**src/rtl/elbeth_mem_arbiter.sv**
```systemverilog
// elbeth_mem_arbiter: two-port (instruction/data) arbiter in front of one
// single-ported synchronous-read block RAM. It alternates grants on ties,
// inserts WAIT_CYCLES wait states and answers illegal requests with error.
module elbeth_mem_arbiter #(
  parameter int MEM_WORDS   = 16384,
  parameter int WAIT_CYCLES = 0
) (
  input  logic        clk,
  input  logic        rst,
  input  logic        imem_en,
  input  logic [13:0] imem_addr,
  input  logic [3:0]  imem_rw,
  input  logic [31:0] imem_wdata,
  output logic [31:0] imem_rdata,
  output logic        imem_ready,
  output logic        imem_error,
  input  logic        dmem_en,
  input  logic [13:0] dmem_addr,
  input  logic [3:0]  dmem_rw,
  input  logic [31:0] dmem_wdata,
  output logic [31:0] dmem_rdata,
  output logic        dmem_ready,
  output logic        dmem_error,
  output logic        ram_en,
  output logic [13:0] ram_addr,
  output logic [3:0]  ram_we,
  output logic [31:0] ram_wdata,
  input  logic [31:0] ram_rdata
);

  typedef enum logic [1:0] {IDLE, ACCESS, RESP, ERR} state_t;

  state_t      state;
  logic        gnt_d;       // port being served: 1 = dmem, 0 = imem
  logic        last_d;      // port granted most recently
  logic [3:0]  wait_cnt;
  logic [31:0] imem_rdata_q;
  logic [31:0] dmem_rdata_q;

  logic        any_req;
  logic        pick_d;
  logic [13:0] sel_addr;
  logic [3:0]  sel_rw;
  logic [31:0] sel_wdata;
  logic        sel_bad;

  // Grant selection: a lone requester wins; a tie goes to the port not granted last.
  always_comb begin
    any_req   = imem_en | dmem_en;
    pick_d    = dmem_en & (~imem_en | ~last_d);
    sel_addr  = pick_d ? dmem_addr  : imem_addr;
    sel_rw    = pick_d ? dmem_rw    : imem_rw;
    sel_wdata = pick_d ? dmem_wdata : imem_wdata;
    // Out-of-range address, or any write attempt on the read-only instruction port.
    sel_bad   = ({18'd0, sel_addr} >= 32'(MEM_WORDS)) | (~pick_d & (imem_rw != 4'd0));
  end

  // RAM read data is only valid during RESP, so the served port sees it directly
  // in that cycle; the captured copy holds it until that port's next completion.
  assign imem_rdata = (state == RESP && !gnt_d) ? ram_rdata : imem_rdata_q;
  assign dmem_rdata = (state == RESP &&  gnt_d) ? ram_rdata : dmem_rdata_q;

  // Controller FSM with registered RAM strobes and handshake pulses.
  always_ff @(posedge clk or negedge rst) begin
    if (!rst) begin
      state        <= IDLE;
      gnt_d        <= 1'b0;
      last_d       <= 1'b0;
      wait_cnt     <= 4'd0;
      imem_rdata_q <= 32'd0;
      dmem_rdata_q <= 32'd0;
      imem_ready   <= 1'b0;
      imem_error   <= 1'b0;
      dmem_ready   <= 1'b0;
      dmem_error   <= 1'b0;
      ram_en       <= 1'b0;
      ram_addr     <= 14'd0;
      ram_we       <= 4'd0;
      ram_wdata    <= 32'd0;
    end else begin
      imem_ready <= 1'b0;
      imem_error <= 1'b0;
      dmem_ready <= 1'b0;
      dmem_error <= 1'b0;
      case (state)
        IDLE: begin
          if (any_req) begin
            gnt_d     <= pick_d;
            last_d    <= pick_d;
            ram_addr  <= sel_addr;
            ram_wdata <= sel_wdata;
            if (sel_bad) begin
              // Error response is raised on entry to ERR; RAM stays idle.
              state <= ERR;
              if (pick_d) begin
                dmem_ready   <= 1'b1;
                dmem_error   <= 1'b1;
                dmem_rdata_q <= 32'd0;
              end else begin
                imem_ready   <= 1'b1;
                imem_error   <= 1'b1;
                imem_rdata_q <= 32'd0;
              end
            end else begin
              state    <= ACCESS;
              ram_en   <= 1'b1;
              ram_we   <= sel_rw;
              wait_cnt <= 4'(WAIT_CYCLES);
            end
          end
        end
        ACCESS: begin
          if (wait_cnt == 4'd0) begin
            state  <= RESP;
            ram_en <= 1'b0;
            ram_we <= 4'd0;
            if (gnt_d) dmem_ready <= 1'b1;
            else       imem_ready <= 1'b1;
          end else begin
            wait_cnt <= wait_cnt - 4'd1;
          end
        end
        RESP: begin
          state <= IDLE;
          if (gnt_d) dmem_rdata_q <= ram_rdata;
          else       imem_rdata_q <= ram_rdata;
        end
        ERR: state <= IDLE;
        default: state <= IDLE;
      endcase
    end
  end

endmodule
```
**config.mk**
```make
export PLATFORM = sky130hd
export DESIGN_NAME = elbeth_mem_arbiter
export DESIGN_NICKNAME = d
export VERILOG_FILES = /design/src/rtl/elbeth_mem_arbiter.sv
export SDC_FILE = /design/constraint.sdc
export NUM_CORES = 1
export LEC_CHECK = 0
export BUFFER_PORTS_ARGS = -buffer_cell sky130_fd_sc_hd__buf_2
export CAP_MARGIN = 30
export CORE_MARGIN = 2
export CORE_UTILIZATION = 49
export CTS_CLUSTER_SIZE = 28
export DETAILED_ROUTE_END_ITERATION = 10
export GPL_TIMING_DRIVEN = 0
export PLACE_DENSITY = 0.81
export SETUP_SLACK_MARGIN = 0.3
export SYNTH_ARGS = -nofsm -noshare
export SYNTH_HDL_FRONTEND = slang
export SYNTH_SLANG_ARGS = --single-unit
```
**constraint.sdc**
```tcl
create_clock -name clk -period 2.2 [get_ports clk]
set_clock_uncertainty 0.1 [all_clocks]
set_input_delay 0.22 -clock clk [delete_from_list [all_inputs] [get_ports clk]]
set_output_delay 0.22 -clock clk [all_outputs]
set_load 0.01 [all_outputs]
```
==> impl_metrics.ini, run 1 <==
[status]
status = complete, but fails checks
violations = negative setup slack

[grt]
grt_pass1_vias = 6404
grt-ovfl-total = 0
antenna_found_initial = 0
track_usage_pct = 32.8
grt_pass1_wl_um = 35600
grt_max_degree = 73

[power_and_ir_drop]
cellLeakagePower_nw = 5.30
powerDensity_nw_per_um2 = 1480
irDropWorstVdd_v = 0.000669

[clock_network]
clock_path_buffers = 2
cts-root-buf = clkbuf_16
htree_levels = 4
clkTransAtPathRegs_ps = 60
cts-buffers-inserted = 17
cts.sinks = 126
insertion_delay_ps = 410
cts_tree = done

[logic_synthesis]
synth.distinct_cells = 42
avgSynthCellArea_um2 = 13.2
netlist_area_um2 = 6340
syn_inst = 480
ys_ff_latch = 126
yosysSeqAreaShare_pct = 49.7
synthArstFlopShare_pct = 100
yosysWarningCount = 0
synth_edf_count = 0
synth_top_flop_cell = dfrtp_1
synth_nets = 618

[floorplanning]
rows = 41
core-area_um2 = 12600
die_area_um2 = 13900
die_width_um = 118
die_h_um = 118
initial_core_util_pct = 50.2
io_pins = 255

[sta]
finalHoldViolations = 0
final_max_slew_viol_count = 0
grt_setup_unrepaired = true
min_period_ps = 2310
slew_headroom_pct = 65.4
tightest_slew_ps = 519
setup_violations = 34
setup_ws_ps = -107
fmax_ghz = 0.433
fin_crit_sh_pct = 105

[placed_design]
gp_congestion = 0.821
dp_cells = 907
place_hpwl_um = 12200
place_area_um2 = 7860
port_buffers = 254

[worst_setup_path]
cp_slowest_cell = dfrtp_2
critPathMaxStageDelay_ps = 440
crit_family = buffers and inverters
crit_required_ps = 1880
cp_max_fo = 9
critPathCaptureType = primary output
crit_type = register to primary output
cp_cell_sequence = nand3b_1, buf_8, bufbuf_16, mux2_4, buf_6
critPathLaunchType = register
cp.arrival_ps = 1990
worst-path-buf-inv = 3

[routing]
first_iter_violations = 460
first_pass_iters = 5
wirelength_um = 23100
post_drt_wl_per_cell_um = 21.6
ant_nets = 0
drc_errors = 0
vias = 5869
routed_via_density = 5.51

[cells_and_area]
area.sequential_um2 = 3160
multi_input_area_um2 = 3030
diodes = 0
num-fill-cells = 623
finalNonFillerCells = 1065
layout-drive-gt1-share_pct = 49.0
final_core_util_pct = 81.8
final_area_um2 = 10300
nets = 1018
syn2layout_area_growth_pct = 62.9

[hold_path]
hold_class = input port to register

[flow_run]
drv_cap = 0
## cell families (layout without fill, tap and decap cells)
group,count (synthesis),after routing,share of synthesized area [%]
adders and majority gates,2,2,0.395
other,1,1,0.0592
muxes,149,149,29.0
buffers and inverters,38,451,4.42
AOI/OAI and AO/OA,95,95,10.6
and+or+nand+nor,69,69,5.80
DFF,126,126,49.7
## layout by cell type (no fill, tap or decap), types with 3 or more instances in the layout
cell type / count
mux2_4: 86
mux2_1: 10
dfrtp_1: 124
nand2_1: 49
buf_2: 200
nand2b_1: 3
o21ai_1: 46
buf_4: 14
buf_12: 7
clkbuf_8: 4
dlygate4sd3_1: 104
clkbuf_1: 6
buf_6: 68
inv_1: 4
mux2i_1: 52
buf_8: 4
o2bb2ai_1: 4
clkbuf_4: 8
buf_16: 5
a22o_1: 32
clkbuf_16: 17
clkinv_2: 4
## area by class of cell
type                       instances  area share (%)
inverter                           4           0.145
buffer                            34            3.40
clock buffer                      26            4.83
clock inverter                     6           0.557
timing repair buffer             381            29.1
sequential                       126            30.6
tap                              172            2.08
multi-input combinational        316            29.3
## routing by layer
| metal | wire, um | vias up | GRT usage [%] | share of wire, % |
|---|---|---|---|---|
| met3 | 1660 | 74 | 7.56 | 7.2 |
| li1 | - | 2533 | - | - |
| met5 | 0 | - | 0 | 0 |
| met4 | 946 | 0 | 13.0 | 4.1 |
| met2 | 11700 | 377 | 56.5 | 51 |
| met1 | 8780 | 2885 | 39.9 | 38 |
## Yosys cell counts, types with 2 or more instances
library cell / count / area, um2
and2_1: 2 / 12.5
mux2_4: 60 / 901
buf_1: 3 / 11.3
nor2b_1: 2 / 12.5
buf_8: 2 / 30.0
nand2_1: 49 / 184
nand2b_1: 3 / 18.8
o2bb2ai_1: 4 / 35.0
o21ai_1: 46 / 230
buf_6: 12 / 135
a21oi_1: 2 / 10.0
a22o_1: 32 / 280
ha_1: 2 / 25.0
or3_1: 2 / 12.5
buf_2: 14 / 70.1
dfrtp_1: 126 / 3150
a211oi_2: 2 / 25.0
inv_1: 4 / 15.0
buf_4: 2 / 15.0
nor4_4: 2 / 42.5
mux2i_1: 53 / 531
mux2_1: 36 / 405
## worst register-to-register path: cells and delay by family, from the launching register on
family / cells / cell delay (ps)
flops: 1 / 370
compound gates: 2 / 250
mux: 1 / 290
buf+inv: 4 / 720
## power by group
group	internal [W]	switching, W	total (W)	leakage [nW]
combinational	0.00468	0.00371	0.00839	3.46
clock	0.00167	0.00104	0.00271	0.274
sequential	0.00347	0.000754	0.00423	1.57
total	0.00982	0.00551	0.0153	5.30
## what timing repair did
action,4_1_cts,5_1_grt
setup endpoints to repair,64,117
hold endpoints to repair,155,0
buffers inserted,15,2
cloned,5,0
hold buffers,104,0
resized for setup,95,30
pin swaps,1,0
## sequential cells by signal, indices dropped and copies added, names as in the netlist
signal and flops:
last_d 1, wait_cnt 4, dmem_ready 1, state 2
imem_error 1, ram_wdata 32, dmem_rdata_q 32, dmem_error 1
imem_rdata_q 32, ram_en 1, ram_addr 14, imem_ready 1
ram_we 4
## per-stage QoR
step	hold WS, ps	setup TNS (ps)	worst slack [ps]	total power, W
floorplan	-176	0	481	0.00810
detailed placement	114	0	216	0.0103
global route	10.7	-4320	-142	0.0160
global placement	357	-89540	-721	0.0101
CTS	0.807	-1470	-72.1	0.0146
finish	8.50	-1930	-107	0.0153
## worst paths after layout
| check | depth (start not counted) | endpoint | slack [ps] | start |
|---|---|---|---|---|
| max in group asynchronous | 3 | ram_wdata[16] | 1040 | rst |
| hold / removal | 3 | ram_wdata[16] | 8 | imem_wdata[16] |
| hold reg to reg | 2 | ram_wdata[27] | 380 | ram_wdata[27] |
| setup / recovery | 5 | dmem_rdata[16] | -110 | state[0] |
| setup reg to reg | 7 | ram_wdata[12] | 330 | last_d |
| min in group asynchronous | 2 | dmem_rdata_q[26] | 220 | rst |
Note: power is estimated with default switching activity, not from simulation.
==> run 2, diff against run 1 <==
--- a/config.mk
+++ b/config.mk
@@ -14,6 +14,7 @@
 export GPL_TIMING_DRIVEN = 0
 export PLACE_DENSITY = 0.81
 export SETUP_SLACK_MARGIN = 0.3
+export SKIP_CTS_REPAIR_TIMING = 1
 export SYNTH_ARGS = -nofsm -noshare
 export SYNTH_HDL_FRONTEND = slang
 export SYNTH_SLANG_ARGS = --single-unit
==> impl_metrics.ini, run 2 (synthesis gave the netlist of run 1 again) <==
[status]
status = complete, but fails checks
violations = negative hold slack, negative setup slack

[grt]
track_usage_pct = 23.9
antenna_found_initial = 1
grt_pass1_wl_um = 26100
grt_pass1_vias = 5113
grt-ovfl-total = 0
grt_max_degree = 73

[sta]
tns_ps = -4090
min_period_ps = 2350
fmax_ghz = 0.426
finalHoldViolations = 25
tightest_slew_ps = 527
whs_ps = -26.3
setup_ws_ps = -146
final_max_slew_viol_count = 0
grt_setup_unrepaired = true
slew_headroom_pct = 64.9
fin_crit_sh_pct = 107
setup_violations = 63

[clock_network]
cts_tree = done
clock_path_buffers = 2
cts-root-buf = clkbuf_16
clkTransAtPathRegs_ps = 60
htree_levels = 4
insertion_delay_ps = 420
cts-buffers-inserted = 17
cts.sinks = 126

[worst_setup_path]
cp_cell_sequence = buf_6, nor3b_4, buf_6, buf_12, clkbuf_16, mux2_4, buf_6
crit_family = buffers and inverters
cp_max_fo = 5
crit_top_cell = buf_6
crit_required_ps = 1880
critPathMaxStageDelay_ps = 390
crit_type = register to primary output
cp_slowest_cell = dfrtp_1
critPathCaptureType = primary output
cp.arrival_ps = 2030
critPathLaunchType = register
worst-path-buf-inv = 5

[routing]
drc_errors = 0
vias = 5555
wirelength_um = 21500
first_pass_iters = 5
first_iter_violations = 432
post_drt_wl_per_cell_um = 21.0
routed_via_density = 5.42
ant_nets = 0

[power_and_ir_drop]
cellLeakagePower_nw = 5.15
irDropWorstVdd_v = 0.000643
powerDensity_nw_per_um2 = 1540
power.total_w = 0.0155

[cells_and_area]
mostFrequentLayoutCells = 201 x buf_2, 124 x dfrtp_1, 91 x mux2_4
syn2layout_area_growth_pct = 59.3
final_core_util_pct = 80.0
nets = 976
reg_top3 = dmem_rdata_q (32), imem_rdata_q (32), ram_wdata (32)
final_common_cell = buf_2
layout-drive-gt1-share_pct = 55.9

[flow_run]
drv_cap = 0

[placed_design]
gp_congestion = 0.821
place_hpwl_um = 12200
port_buffers = 254

[floorplanning]
die_h_um = 118
die_width_um = 118
core-area_um2 = 12600
initial_core_util_pct = 50.2
io_pins = 255
rows = 41
die_area_um2 = 13900

[hold_path]
hold_class = input port to register
run 2: final timing paths:
kind	end	cells after the start	from	slack [ps]
worst max-delay path	imem_rdata[5]	7	last_d	-150
worst min-delay path	ram_wdata[11]	3	imem_wdata[11]	-30
worst max register to register	ram_we[1]	10	last_d	120
worst min register to register	ram_wdata[27]	2	ram_wdata[27]	380
max in group asynchronous	ram_wdata[22]	3	rst	1020
min in group asynchronous	dmem_rdata_q[26]	2	rst	250
run 2: report_power, final:
group	internal [W]	total, W	leakage [nW]	switching, W
Combinational	0.00489	0.00858	3.31	0.00369
Clock	0.00167	0.00271	0.274	0.00104
Sequential	0.00347	0.00422	1.57	0.000751
Total	0.0100	0.0155	5.15	0.00549
run 2: worst min-delay path: cells and delay by family:
kind            cells  cell delay, ps
mux                 1              50
buf+inv             1              80
compound gates      1             100
run 2: layout make-up:
cell class | count | area, um2
Sequential cell | 126 | 3160
Multi-Input combinational cell | 316 | 3150
Timing Repair Buffer | 339 | 2600
Fill cell | 699 | 2520
Clock buffer | 26 | 499
Buffer | 34 | 405
Tap cell | 172 | 215
Clock inverter | 6 | 57.6
Inverter | 4 | 15.0
Antenna cell | 1 | 2.50
run 2: stage by stage:
step                worst slack (ps)  instances  area, um2  hold slack (ps)
floorplan                        481        480       6340             -176
global placement                -721        906       7830              357
detailed placement               216        907       7860              114
CTS                             -249        939       8420             -340
global route                    -167       1024      10100            -2.64
finish                          -146       1024      10100            -26.3
run 2: metal layers:
metal  track usage [%]  wire length (um)  up-vias
li1                  -                 -     2458
met1              28.5              8250     2758
met2              41.8             11500      290
met3              5.96              1260       49
met4              8.28               533        0
met5                 0                 0        -
